--- src/rtl/qpsk_pkg.sv ---
// Shared QPSK definitions: symbol width, I/Q bit positions and serialiser
// state encodings. The TX bit splitter uses the same constants so bit
// ordering is defined in one place.
package qpsk_pkg;

    localparam int SYM_W = 2;
    localparam int I_IDX = 1;
    localparam int Q_IDX = 0;

    typedef enum logic [1:0] {
        ST_IDLE   = 2'd0,
        ST_FIRST  = 2'd1,
        ST_SECOND = 2'd2
    } ser_state_e;

    // Bit sent first from a symbol, given the I/Q ordering
    function automatic logic first_bit(input logic [SYM_W-1:0] sym, input bit i_first);
        return i_first ? sym[I_IDX] : sym[Q_IDX];
    endfunction

    // Bit sent second from a symbol, given the I/Q ordering
    function automatic logic second_bit(input logic [SYM_W-1:0] sym, input bit i_first);
        return i_first ? sym[Q_IDX] : sym[I_IDX];
    endfunction

endpackage

--- src/rtl/qpsk_sym_fifo.sv ---
// Synchronous symbol FIFO. Power-of-two depth so the pointers wrap
// naturally. Push is refused when full and pop is ignored when empty;
// i_clr empties the FIFO and wins over a push or pop in the same cycle.
// o_level_next lets the owner register a ready flag without a bypass path.
module qpsk_sym_fifo
    import qpsk_pkg::*;
#(
    parameter  int DEPTH = 4,
    localparam int AW    = (DEPTH > 1) ? $clog2(DEPTH) : 1,
    localparam int LW    = $clog2(DEPTH + 1)
) (
    input  logic             clk,
    input  logic             rst_n,
    input  logic             i_clr,
    input  logic             i_push,
    input  logic [SYM_W-1:0] i_wdata,
    input  logic             i_pop,
    output logic [SYM_W-1:0] o_rdata,
    output logic [LW-1:0]    o_level,
    output logic [LW-1:0]    o_level_next,
    output logic             o_full,
    output logic             o_empty
);

    logic [SYM_W-1:0] r_mem [DEPTH];
    logic [AW-1:0]    r_wr_ptr;
    logic [AW-1:0]    r_rd_ptr;
    logic [LW-1:0]    r_level;
    logic [LW-1:0]    w_level_next;
    logic             w_push;
    logic             w_pop;

    assign o_full  = (r_level == LW'(DEPTH));
    assign o_empty = (r_level == '0);
    assign w_push  = i_push && !o_full;
    assign w_pop   = i_pop && !o_empty;
    assign o_rdata = r_mem[r_rd_ptr];
    assign o_level = r_level;
    assign o_level_next = w_level_next;

    // Occupancy after this edge; push and pop together leave it unchanged
    always_comb begin
        w_level_next = r_level;
        if (i_clr) begin
            w_level_next = '0;
        end else if (w_push && !w_pop) begin
            w_level_next = r_level + LW'(1'b1);
        end else if (!w_push && w_pop) begin
            w_level_next = r_level - LW'(1'b1);
        end else begin
            w_level_next = r_level;
        end
    end

    // Symbol storage write port
    always_ff @(posedge clk or negedge rst_n) begin
        if (!rst_n) begin
            for (int i = 0; i < DEPTH; i++) begin
                r_mem[i] <= '0;
            end
        end else if (w_push && !i_clr) begin
            r_mem[r_wr_ptr] <= i_wdata;
        end
    end

    // Read/write pointers and occupancy counter
    always_ff @(posedge clk or negedge rst_n) begin
        if (!rst_n) begin
            r_wr_ptr <= '0;
            r_rd_ptr <= '0;
            r_level  <= '0;
        end else if (i_clr) begin
            r_wr_ptr <= '0;
            r_rd_ptr <= '0;
            r_level  <= '0;
        end else begin
            if (w_push) begin
                r_wr_ptr <= r_wr_ptr + AW'(1'b1);
            end
            if (w_pop) begin
                r_rd_ptr <= r_rd_ptr + AW'(1'b1);
            end
            r_level <= w_level_next;
        end
    end

endmodule

--- src/rtl/qpsk_bit_combiner.sv ---
// QPSK receive bit combiner: buffers demapped {I,Q} symbols and
// re-serialises them, one bit per accepted handshake, in the configured
// I/Q order. A symbol is moved from the FIFO into the 2-bit shift register
// when the serialiser is idle, or when the second bit of the current
// symbol is accepted, which keeps the output at one bit per clock.
module qpsk_bit_combiner
    import qpsk_pkg::*;
#(
    parameter  int FIFO_DEPTH = 4,
    parameter  bit I_FIRST    = 1'b1,
    localparam int LVL_W      = $clog2(FIFO_DEPTH + 1)
) (
    input  logic             clk,
    input  logic             rst_n,
    input  logic             clr,
    input  logic [SYM_W-1:0] sym_in,
    input  logic             sym_valid,
    output logic             sym_ready,
    output logic             bit_out,
    output logic             bit_valid,
    input  logic             bit_ready,
    output logic [LVL_W-1:0] fifo_level
);

    ser_state_e       r_state;
    logic [SYM_W-1:0] r_sh;
    logic             r_bit_out;
    logic             r_bit_valid;
    logic             r_sym_ready;

    logic [SYM_W-1:0] w_rdata;
    logic [LVL_W-1:0] w_level;
    logic [LVL_W-1:0] w_level_next;
    logic             w_full;
    logic             w_empty;
    logic             w_push;
    logic             w_pop;

    // Push only when advertised ready; pop when idle, or when the second bit leaves
    assign w_push = sym_valid && r_sym_ready && !w_full;
    assign w_pop  = !w_empty &&
                    ((r_state == ST_IDLE) || ((r_state == ST_SECOND) && bit_ready));

    qpsk_sym_fifo #(
        .DEPTH (FIFO_DEPTH)
    ) u_fifo (
        .clk          (clk),
        .rst_n        (rst_n),
        .i_clr        (clr),
        .i_push       (w_push),
        .i_wdata      (sym_in),
        .i_pop        (w_pop),
        .o_rdata      (w_rdata),
        .o_level      (w_level),
        .o_level_next (w_level_next),
        .o_full       (w_full),
        .o_empty      (w_empty)
    );

    // Registered ready: low in reset, then tracks "not full" with no same-cycle bypass
    always_ff @(posedge clk or negedge rst_n) begin
        if (!rst_n) begin
            r_sym_ready <= 1'b0;
        end else if (clr) begin
            r_sym_ready <= 1'b1;
        end else begin
            r_sym_ready <= (w_level_next != LVL_W'(FIFO_DEPTH));
        end
    end

    // Serialiser FSM with shift register and registered bit outputs
    always_ff @(posedge clk or negedge rst_n) begin
        if (!rst_n) begin
            r_state     <= ST_IDLE;
            r_sh        <= '0;
            r_bit_out   <= 1'b0;
            r_bit_valid <= 1'b0;
        end else if (clr) begin
            r_state     <= ST_IDLE;
            r_sh        <= '0;
            r_bit_out   <= 1'b0;
            r_bit_valid <= 1'b0;
        end else begin
            case (r_state)
                ST_IDLE: begin
                    if (w_pop) begin
                        r_sh        <= w_rdata;
                        r_bit_out   <= first_bit(w_rdata, I_FIRST);
                        r_bit_valid <= 1'b1;
                        r_state     <= ST_FIRST;
                    end else begin
                        r_bit_out   <= 1'b0;
                        r_bit_valid <= 1'b0;
                    end
                end
                ST_FIRST: begin
                    if (bit_ready) begin
                        r_bit_out <= second_bit(r_sh, I_FIRST);
                        r_state   <= ST_SECOND;
                    end
                end
                ST_SECOND: begin
                    if (bit_ready) begin
                        if (w_pop) begin
                            r_sh        <= w_rdata;
                            r_bit_out   <= first_bit(w_rdata, I_FIRST);
                            r_bit_valid <= 1'b1;
                            r_state     <= ST_FIRST;
                        end else begin
                            r_bit_out   <= 1'b0;
                            r_bit_valid <= 1'b0;
                            r_state     <= ST_IDLE;
                        end
                    end
                end
                default: begin
                    r_state     <= ST_IDLE;
                    r_bit_out   <= 1'b0;
                    r_bit_valid <= 1'b0;
                end
            endcase
        end
    end

    assign sym_ready  = r_sym_ready;
    assign bit_out    = r_bit_out;
    assign bit_valid  = r_bit_valid;
    assign fifo_level = w_level;

endmodule

--- config.mk ---
export PLATFORM = sky130hd
export DESIGN_NAME = qpsk_bit_combiner
export DESIGN_NICKNAME = d
export VERILOG_FILES = /design/src/rtl/qpsk_pkg.sv /design/src/rtl/qpsk_sym_fifo.sv /design/src/rtl/qpsk_bit_combiner.sv
export SDC_FILE = /design/constraint.sdc
export NUM_CORES = 1
export LEC_CHECK = 0
export BUFFER_PORTS_ARGS = -buffer_cell sky130_fd_sc_hd__buf_2
export CAP_MARGIN = 25
export CELL_PAD_IN_SITES_DETAIL_PLACEMENT = 0
export CELL_PAD_IN_SITES_GLOBAL_PLACEMENT = 2
export CORE_MARGIN = 1.5
export CORE_UTILIZATION = 34
export DETAILED_ROUTE_END_ITERATION = 12
export HOLD_SLACK_MARGIN = 0.08
export PLACE_DENSITY = 0.73
export SETUP_SLACK_MARGIN = 0.1
export SLEW_MARGIN = 20
export SYNTH_ARGS = -nofsm -noshare
export SYNTH_HDL_FRONTEND = slang
export SYNTH_HIERARCHICAL = 1
export SYNTH_SLANG_ARGS = --single-unit
--- constraint.sdc ---
create_clock -name clk -period 2.3 [get_ports clk]
set_input_delay 0.23 -clock clk [delete_from_list [all_inputs] [get_ports clk]]
set_output_delay 0.23 -clock clk [all_outputs]
set_load 0.005 [all_outputs]
Yosys cells after proc, flatten, opt, wreduce, memory -nomap -nowiden
Cells that the tools add are included.
{ "classes": {"add_sub_neg": 4, "magnitude_cmp": 3, "eq_ne": 8, "mux": 34, "bitwise_logic": 2, "reduce_logical": 25} }
{ "ops": {"columns": ["operator", "n"], "rows": [
  ["$mux 2", 14],
  ["$mux 3", 4],
  ["$logic_and 1x1->1", 10],
  ["$mux 1", 9],
  ["$ne 3x3->1 const B", 3],
  ["$bwmux 8", 1],
  ["$ge 3x3->1 const B", 2],
  ["$not 2->3", 2],
  ["$pmux 1 s3", 2],
  ["$pmux 2 s3", 1],
  ["$reduce_and 2->1", 3],
  ["$logic_not 1->1", 5],
  ["$add 2x1->2 const B", 2],
  ["$bmux 2 s2", 1],
  ["$demux 2 s2", 1],
  ["$pmux 2 s2", 1],
  ["$reduce_bool 2->1", 2],
  ["$add 3x1->3 const B", 1],
  ["$eq 3x3->1 const B", 1],
  ["$logic_not 3->1", 1],
  ["$lt 3x1->1 const B", 1],
  ["$ne 3x2->1 const B", 1],
  ["$reduce_and 3->1", 1],
  ["$reduce_bool 3->1", 1],
  ["other kinds (6)", 6]
]} }
{ "totals": {"ff_bits": 22, "in_bits": 7, "output_inout_bits": 6, "word_cells": 88} }

Longest topological paths before layout
Gate-level depths: netlist (run 1).
{ "depth": {"depth_word": 11, "ltp_mapped": 10, "depth_no_buf": 10} }

Cells and area by module
Netlist (run 1), hierarchy kept.
{ "by_module_without_submodules": {"columns": ["mod", "n_inst", "cells_each", "area_each_um2", "seq_area_each_um2"], "rows": [
  ["qpsk_sym_fifo", 1, 73, 853.3, 375.4],
  ["qpsk_bit_combiner", 1, 32, 321.6, 150.1]
]} }

Worst setup path before layout (run 1)
OpenSTA, ideal clock, no wires.
{ "synth_timing": {"path_type": "flip-flop to flip-flop", "from": "register u_fifo.r_level[0] (netlist: u_fifo/o_level[0])", "to": "register r_sym_ready (netlist: sym_ready)", "setup_ps": 139, "arrival_time_ps": 2204, "required_time_ps": 2161, "slack_ps": -43, "path_stages_with_launch": 10, "path_buffers": 0, "period_less_slack_ps": 2343, "cell_sequence": "dfrtp_1 > inv_1 > ha_1 > nand2b_4 > inv_2 > nor3_1 > and2_4 > maj3_2 > a211oi_2 > or4b_1"} }
{ "synth_between": {"elab_cells_between_ends": 19, "cone_classes": "add/sub: 2; eq/ne: 2; mux: 4; reduce/logical: 11"} }
{ "synth_rtl": {"columns": ["element", "line_no", "text"], "rows": [
  ["from (decl)", "qpsk_sym_fifo.sv:28", "logic [LW-1:0] r_level;"],
  ["from (signal assigned)", "qpsk_sym_fifo.sv:83", "r_level <= w_level_next;"],
  ["$logic_not 3->1 (*)", "qpsk_sym_fifo.sv:34", "assign o_empty = (r_level == '0);"],
  ["named net w_empty", "qpsk_bit_combiner.sv:35", "logic w_empty;"],
  ["$logic_not 1->1 (*)", "qpsk_bit_combiner.sv:41", "assign w_pop = !w_empty &&"],
  ["$logic_and 1x1->1 (*)", "qpsk_bit_combiner.sv:41", null],
  ["named net w_pop", "qpsk_bit_combiner.sv:37", "logic w_pop;"],
  ["$logic_and 1x1->1 (*)", "qpsk_sym_fifo.sv:36", "assign w_pop = i_pop && !o_empty;"],
  ["$logic_and 1x1->1 / $logic_not 1->1 (equally long branches)", "qpsk_sym_fifo.sv:48, qpsk_sym_fifo.sv:46", null],
  ["$mux 3 / $logic_and 1x1->1 (equally long branches)", "qpsk_sym_fifo.sv:48, qpsk_sym_fifo.sv:46", null],
  ["$mux 3 (*)", "qpsk_sym_fifo.sv:46", "end else if (w_push && !w_pop) begin"],
  ["$mux 3 (*)", "qpsk_sym_fifo.sv:44", "if (i_clr) begin"],
  ["named net w_level_next[1]", "qpsk_bit_combiner.sv:33", "logic [LVL_W-1:0] w_level_next;"],
  ["$ne 3x3->1 (*)", "qpsk_bit_combiner.sv:67", "r_sym_ready <= (w_level_next != LVL_W'(FIFO_DEPTH));"],
  ["$mux 1 (*)", "qpsk_bit_combiner.sv:64", "end else if (clr) begin"],
  ["to (signal assigned)", "qpsk_bit_combiner.sv:67", null],
  ["to (decl)", "qpsk_bit_combiner.sv:29", "logic r_sym_ready;"]
]} }
The timed path passes the listed nets; every way through them passes the cells marked *.
A chain may end at the register's enable or synchronous reset.

Worst setup path in the final report (run 1)
{ "layout_timing": {"from": "register u_fifo.r_level[1] (netlist: u_fifo/o_level[1])", "to": "register r_sym_ready (netlist: sym_ready)"} }
{ "layout_between": {"elab_chain_len": 11, "elab_cells_between_ends": 19, "cone_classes": "add/sub: 2; eq/ne: 2; mux: 4; reduce/logical: 11"} }
{ "layout_lines": {"columns": ["element", "line_no", "text"], "rows": [
  ["$eq 3x3->1 (*)", "qpsk_sym_fifo.sv:33", "assign o_full = (r_level == LW'(DEPTH));"],
  ["named net w_full", "qpsk_bit_combiner.sv:34", "logic w_full;"],
  ["$logic_not 1->1 (*)", "qpsk_bit_combiner.sv:40", "assign w_push = sym_valid && r_sym_ready && !w_full;"],
  ["$logic_and 1x1->1 (*)", "qpsk_bit_combiner.sv:40", null],
  ["named net w_push", "qpsk_bit_combiner.sv:36", "logic w_push;"],
  ["$logic_and 1x1->1 (*)", "qpsk_sym_fifo.sv:35", "assign w_push = i_push && !o_full;"],
  ["$logic_not 1->1", "qpsk_sym_fifo.sv:48", "end else if (!w_push && w_pop) begin"],
  ["$logic_and 1x1->1", "qpsk_sym_fifo.sv:48", null],
  ["$mux 3", "qpsk_sym_fifo.sv:48", null],
  ["$mux 3 (*)", "qpsk_sym_fifo.sv:46", null],
  ["$mux 3 (*)", "qpsk_sym_fifo.sv:44", null],
  ["named net w_level_next[0]", "qpsk_bit_combiner.sv:33", null],
  ["$ne 3x3->1 (*)", "qpsk_bit_combiner.sv:67", null],
  ["$mux 1 (*)", "qpsk_bit_combiner.sv:64", null]
]} }
Marked as above.

==> insert_results.sql, run 1 <==
INSERT INTO impl_metrics (metric_group, metric, value, unit) VALUES
('pwr', 'ir_drop', '0.352', 'mV'),
('synth', 'ys_async_rst_share', '100', '%'),
('finish', 'layout_commonest_cell', 'dfrtp_1', ''),
('timing', 'period_share', '92.5', '%'),
('routing', 'vias_per_cell', '4.73', ''),
('clocking', 'clock_insertion_delay_worst_skew', '0.30', 'ns'),
('die', 'start_util', '35.2', '%'),
('place', 'place_ws', '0.0838', 'ns'),
('timing', 'finalHoldViolCount', '0', ''),
('die', 'boundaryPins', '13', ''),
('min_path', 'hp-class', 'input pin to register', ''),
('routing', 'drtAntennaViolNets', '0', ''),
('place', 'gp_routability_congestion', '0.734', ''),
('routing', 'drt-pass1-iter-count', '2', ''),
('critical_path', 'endpoint_kind', 'register', ''),
('timing', 'max_slew.worst_pin.slew', '0.477', 'ns'),
('place', 'detailedPlacementHpwl', '1650', 'um'),
('min_path', 'timing.hold.worst.start', 'sym_in[1]', ''),
('timing', 'rsz0062_at_grt', 'no', ''),
('synth', 'synth-main-ff-cell', 'dfrtp_1', ''),
('clocking', 'cts-root-buf', 'clkbuf_4', ''),
('place', 'place_inst', '166', ''),
('routing', 'dr.first_iter.drc_count', '39', ''),
('timing', 'slew_headroom', '68.2', '%'),
('synth', 'synth_top_area_cell', 'dfrtp_1', ''),
('critical_path', 'cp_slowest_cell', 'or4b_1', ''),
('timing', 'setup-tns-final', '0', 'ns'),
('synth', 'synth_seq_cells', '21', ''),
('timing', 'timing.final.max_slew_violations', '0', ''),
('clocking', 'clk_pin_slew', '0.12', 'ns'),
('critical_path', 'critical_path.top_delay_family', 'simple AND/OR/NAND/NOR gates', ''),
('finish', 'core_utilization_of_the_finished_layout', '43.9', '%'),
('place', 'port_buffers', '12', ''),
('synth', 'synthDistinctLibCells', '38', ''),
('critical_path', 'cp_cell_sequence', 'inv_2 -> ha_4 -> and2_1 -> nor2_1 -> a21boi_4 -> xnor2_2 -> xnor2_1 -> nor2_1 -> or4b_1', ''),
('routing', 'detail_route.drc_violations', '0', ''),
('finish', 'area_growth_from_synthesis_to_layout', '24.8', '%'),
('clocking', 'cts_htree_levels', '1', ''),
('global_routing', 'global_route.usage.total', '12.9', '%'),
('finish', 'antenna-diode-count', '0', ''),
('pwr', 'leakage', '0.669', 'nW'),
('critical_path', 'timing.critical_path.fanout_max', '4', ''),
('global_routing', 'grt_pass1_wl', '3550', 'um'),
('critical_path', 'critPathMostFrequentCell', 'nor2_1', ''),
('die', 'fp-row-count', '21', ''),
('synth', 'synth.cell_area', '1170', 'um2'),
('finish', 'drive_above_1_share', '39.7', '%'),
('global_routing', 'grt_start_max_net_pins', '22', ''),
('routing', 'wl_per_cell', '13.1', 'um'),
('critical_path', 'worst-setup-path-type', 'register to register', ''),
('outcome', 'status', 'finished, final reports clean', ''),
('synth', 'syn-mean-instance-area', '11.2', 'um2'),
('timing', 'timing.hold.ws', '0.174', 'ns'),
('finish', 'final.fill_count', '334', ''),
('timing', 'finalWorstSetupSlack', '0.173', 'ns'),
('clocking', 'tritoncts.num_buffers', '3', ''),
('synth', 'netlist_top_cells_area', 'dfrtp_1 (45%), mux2_1 (8.6%), ha_1 (7.5%)', ''),
('clocking', 'cts.sinks', '21', ''),
('die', 'floorplan.die_area', '3820', 'um2'),
('die', 'die_y', '61.8', 'um'),
('clocking', 'cts_tree', 'yes', ''),
('die', 'core_region_area', '3340', 'um2'),
('timing', 'setup_viol', '0', ''),
('timing', 'finalClockSkew', '0.00404', 'ns'),
('synth', 'total_nets_after_synthesis', '119', ''),
('synth', 'synth_top_area_share', '44.7', '%'),
('global_routing', 'number_of_global_route_vias_before_repair', '731', ''),
('routing', 'drt_wl_total', '2330', 'um'),
('timing', 'timing.fmax', '0.470', 'GHz'),
('timing', 'min_period', '2.13', 'ns'),
('finish', 'fin_nets', '146', '');
==> per-stage QoR <==
step           total power [mW]  cell area, um2
5_1_grt                    1.88            1470
3_5_place_dp               1.39            1330
2_1_floorplan              1.17            1190
6_report                   1.73            1470
3_3_place_gp               1.38            1330
4_1_cts                    1.61            1390
==> power by group <==
group	internal, mW	switching, mW	total [mW]
sequential	0.510	0.110	0.620
clock	0.0647	0.115	0.180
combinational	0.515	0.419	0.934
==> final cells by class <==
type                    count  area [um2]  share of cell area (%)
well taps                  46        57.6                    3.92
repair buffers             24         153                    10.4
clock buffers               3        22.5                    1.54
clock inverters             1        5.00                   0.341
flip-flops and latches     21         527                    35.9
inverters                   6        22.5                    1.54
multi-input cells          76         679                    46.3
==> path summary, 6_finish.rpt <==
kind / depth (start not counted) / end / slack (ns)
worst max-delay path: 9 / sym_ready$_DFF_PN0_ / 0.17
worst min-delay path: 2 / u_fifo/r_mem[7]$_DFFE_PN0P_ / 0.17
worst max register to register: 9 / sym_ready$_DFF_PN0_ / 0.17
max in group asynchronous: 2 / u_fifo/o_level[2]$_DFF_PN0_ / 1.55
min in group asynchronous: 2 / bit_out$_DFFE_PN0P_ / 0.40
worst min register to register: 1 / u_fifo/r_mem[4]$_DFFE_PN0P_ / 0.51
==> flip-flops by register name, summed over array words and instances (netlist names) <==
| signal | cells |
|---|---|
| u_fifo/r_mem | 8 |
| u_fifo/o_level | 3 |
| r_state | 2 |
| u_fifo/r_rd_ptr | 2 |
| u_fifo/r_wr_ptr | 2 |
| bit_out | 1 |
| bit_valid | 1 |
| r_sh | 1 |
| sym_ready | 1 |
==> kinds of logic (layout without fill, tap and decap cells) <==
| family | Yosys count | in the layout | share of synthesized area [%] |
|---|---|---|---|
| compound gates | 17 | 17 | 11.3 |
| flops | 21 | 21 | 44.7 |
| simple gates | 34 | 34 | 15.8 |
| mux | 11 | 11 | 12.5 |
| xor+xnor | 5 | 5 | 3.73 |
| fa+ha+maj | 9 | 9 | 9.37 |
| buf+inv | 8 | 34 | 2.66 |
==> what timing repair did <==
item,in CTS,in global routing
pin swaps,0,7
hold buffers,1,0
buffers inserted,0,6
endpoints found under the hold margin,21,0
setup endpoints to repair,1,1
resized for setup,3,9
==> synthesized netlist by cell type (3+ instances only) <==
master and number:
dfrtp_1 21, inv_1 5, mux2_1 9, xnor2_1 4, nor2_1 8, ha_1 7
nand2_1 9, nor2b_1 3, a21oi_1 5
==> layer usage <==
layer	global-route usage, %	vias to the layer above	part of all wire, %
li1	-	418	-
met1	17.2	414	48
met2	20.9	6	50
met3	3.11	0	2.1
met4	3.65	0	0
met5	0	-	0
(Power assumes the default switching activity.)
==> run 2: changes to the inputs <==
--- a/config.mk
+++ b/config.mk
@@ -14,6 +14,7 @@
 export DETAILED_ROUTE_END_ITERATION = 12
 export HOLD_SLACK_MARGIN = 0.08
 export PLACE_DENSITY = 0.73
+export REMOVE_ABC_BUFFERS = 1
 export SETUP_SLACK_MARGIN = 0.1
 export SLEW_MARGIN = 20
 export SYNTH_ARGS = -nofsm -noshare
==> insert_results.sql, run 2 (synthesized netlist as in run 1, its figures left out) <==
INSERT INTO impl_metrics (metric_group, metric, value, unit) VALUES
('timing', 'setup_viol', '0', ''),
('global_routing', 'grt_pass1_wl', '3890', 'um'),
('pwr', 'share_comb_of_total_power', '54.3', '%'),
('routing', 'wl_per_cell', '12.7', 'um'),
('pwr', 'switching_power', '629', 'uW'),
('finish', 'drive_above_1_share', '40.3', '%'),
('critical_path', 'timing.critical_path.fanout_max', '4', ''),
('finish', 'area_growth_from_synthesis_to_layout', '26.8', '%'),
('routing', 'detail_route.drc_violations', '0', ''),
('place', 'detailedPlacementHpwl', '1720', 'um'),
('clocking', 'cts_tree', 'yes', ''),
('critical_path', 'cp_cell_sequence', 'inv_2 -> ha_4 -> and2_1 -> nor2_2 -> a21boi_4 -> nor3_2 -> a31oi_2 -> mux2_4 -> or4b_4', ''),
('finish', 'antenna-diode-count', '0', ''),
('place', 'port_buffers', '12', ''),
('global_routing', 'antenna_found_initial', '0', ''),
('routing', 'drt-pass1-iter-count', '4', ''),
('pwr', 'clock_power_share', '10.4', '%'),
('clocking', 'clk_pin_slew', '0.12', 'ns'),
('critical_path', 'arrival', '2.28', 'ns'),
('routing', 'drt_wl_total', '2290', 'um'),
('finish', 'largest_register_ff_count', '8', ''),
('critical_path', 'critical_path.top_delay_family', 'simple AND/OR/NAND/NOR gates', ''),
('finish', 'finished_layout_cell_area', '1490', 'um2'),
('die', 'fp-row-count', '21', ''),
('timing', 'slew_headroom', '66.7', '%'),
('pwr', 'leakage', '0.684', 'nW'),
('global_routing', 'overflow', '0', ''),
('critical_path', 'critical_path.reg2reg.endpoint', 'sym_ready$_DFF_PN0_', ''),
('critical_path', 'endpoint_kind', 'register', ''),
('pwr', 'sequentialPowerShare', '35.3', '%'),
('finish', 'mostFrequentLayoutCells', 'dfrtp_1 (21), buf_4 (14), buf_2 (12)', ''),
('critical_path', 'r2r_cells', '9', ''),
('min_path', 'whs_path_depth', '2', ''),
('pwr', 'cellPowerDensity', '1160', 'nW/um2'),
('timing', 'min_period', '2.09', 'ns'),
('timing', 'timing.final.max_slew_violations', '0', ''),
('min_path', 'worstHoldEndpoint', 'u_fifo/r_mem[7]$_DFFE_PN0P_', ''),
('clocking', 'cts-root-buf', 'clkbuf_4', ''),
('pwr', 'sw_frac_of_total', '36.4', '%'),
('clocking', 'tritoncts.num_buffers', '3', ''),
('run', 'cap_viol_max_count', '0', ''),
('die', 'die_y', '61.8', 'um'),
('place', 'gp_routability_congestion', '0.730', ''),
('die', 'die_w', '61.8', 'um'),
('critical_path', 'reg2reg_setup_slack', '0.21', 'ns'),
('die', 'floorplan.die_area', '3820', 'um2'),
('timing', 'period_share', '90.7', '%'),
('timing', 'finalClockSkew', '0.0106', 'ns'),
('timing', 'rsz0062_at_grt', 'no', ''),
('clocking', 'cts.sinks', '21', ''),
('critical_path', 'timing.critical_path.buf_inv', '1', ''),
('timing', 'finalHoldViolCount', '0', ''),
('min_path', 'hp-class', 'input pin to register', ''),
('routing', 'dr.first_iter.drc_count', '32', ''),
('die', 'core_region_area', '3340', 'um2'),
('finish', 'fin_nets', '149', ''),
('finish', 'layout_commonest_cell', 'dfrtp_1', ''),
('critical_path', 'setup.worst_path.start_class', 'register', ''),
('global_routing', 'number_of_global_route_vias_before_repair', '849', ''),
('finish', 'registers.top_by_ff_count', 'u_fifo/r_mem', ''),
('critical_path', 'worst_r2r_startpoint', 'u_fifo/o_level[0]$_DFF_PN0_', ''),
('critical_path', 'required', '2.49', 'ns'),
('pwr', 'p_int', '1.10', 'mW'),
('die', 'start_util', '35.2', '%'),
('clocking', 'cts_htree_levels', '1', ''),
('clocking', 'max-clock-path-buffers', '2', ''),
('place', 'dpl-instance-area', '1370', 'um2'),
('routing', 'vias_per_cell', '4.75', ''),
('global_routing', 'global_route.usage.total', '14.1', '%'),
('global_routing', 'grt_start_max_net_pins', '22', ''),
('outcome', 'status', 'finished, final reports clean', ''),
('critical_path', 'cp_slowest_cell', 'or4b_4', ''),
('routing', 'vias', '855', ''),
('clocking', 'clock_insertion_delay_worst_skew', '0.31', 'ns'),
('pwr', 'ir_drop', '0.476', 'mV'),
('min_path', 'timing.hold.worst.start', 'sym_in[1]', ''),
('die', 'boundaryPins', '13', ''),
('timing', 'timing.hold.ws', '0.166', 'ns'),
('timing', 'max_slew.worst_pin.slew', '0.499', 'ns'),
('critical_path', 'crit_path_max_incr_delay', '0.44', 'ns'),
('critical_path', 'worst-setup-path-type', 'register to register', ''),
('routing', 'drtAntennaViolNets', '0', ''),
('timing', 'timing.fmax', '0.479', 'GHz');
run 2: cell types whose count changed in the layout (fill, tap and decap cells not counted):
cell	delta
buf_4	+3
clkbuf_1	+1
clkinv_2	-1
dfrtp_1	+1
dfrtp_2	-1
nand2_1	+1
nand2_2	-1
nor2_1	-1
nor2_2	+1
or4b_1	-1
or4b_4	+1
run 2: power by group through the flow:
stage	clock, mW	combinational (mW)	sequential, mW
2_1_floorplan	0	0.527	0.614
3_3_place_gp	0	0.820	0.605
3_5_place_dp	0	0.831	0.614
4_1_cts	0.190	0.884	0.609
5_1_grt	0.205	1.04	0.633
6_report	0.180	0.937	0.608
run 2: layout make-up:
cell class              count  area (um2)
fillers                   331        1850
multi-input cells          76         683
flip-flops and latches     21         526
repair buffers             27         175
well taps                  46        57.6
clock buffers               4        26.3
inverters                   6        22.5
run 2: metal layers:
layer | wire (um) | GRT usage [%]
met5 | 0 | 0
met4 | 24 | 5.47
met3 | 59 | 2.48
met1 | 1130 | 18.6
met2 | 1080 | 23.0
run 2: how the worst max path moves through the flow:
stage                                startpoint                  end  slack [ns]  cells after the start
floorplan           u_fifo/o_level[0]$_DFF_PN0_  sym_ready$_DFF_PN0_       -0.04                      9
global placement    u_fifo/o_level[0]$_DFF_PN0_  sym_ready$_DFF_PN0_       0.001                      9
detailed placement  u_fifo/o_level[0]$_DFF_PN0_  sym_ready$_DFF_PN0_       -0.09                      9
CTS                 u_fifo/o_level[0]$_DFF_PN0_  sym_ready$_DFF_PN0_        0.11                      9
global route        u_fifo/o_level[0]$_DFF_PN0_  sym_ready$_DFF_PN0_         0.1                      9
finish              u_fifo/o_level[0]$_DFF_PN0_  sym_ready$_DFF_PN0_        0.21                      9
run 2: stage by stage:
step	instances	TNS (ns)	setup WS (ns)	total power, mW	utilization, %
finish	180	0	0.213	1.73	44.7
global route	180	0	0.0986	1.88	44.7
floorplan	103	-0.0400	-0.0400	1.14	-
detailed placement	173	-0.0911	-0.0911	1.44	41.2
global placement	173	0	0.00124	1.43	41.2
CTS	179	0	0.106	1.68	43.2
run 2: repair_timing:
action	in CTS	in global routing
buffers inserted	1	1
endpoints found under the setup margin	1	3
hold buffers	1	0
hold endpoints to repair	21	0
pin swaps	0	3
resized for setup	4	10
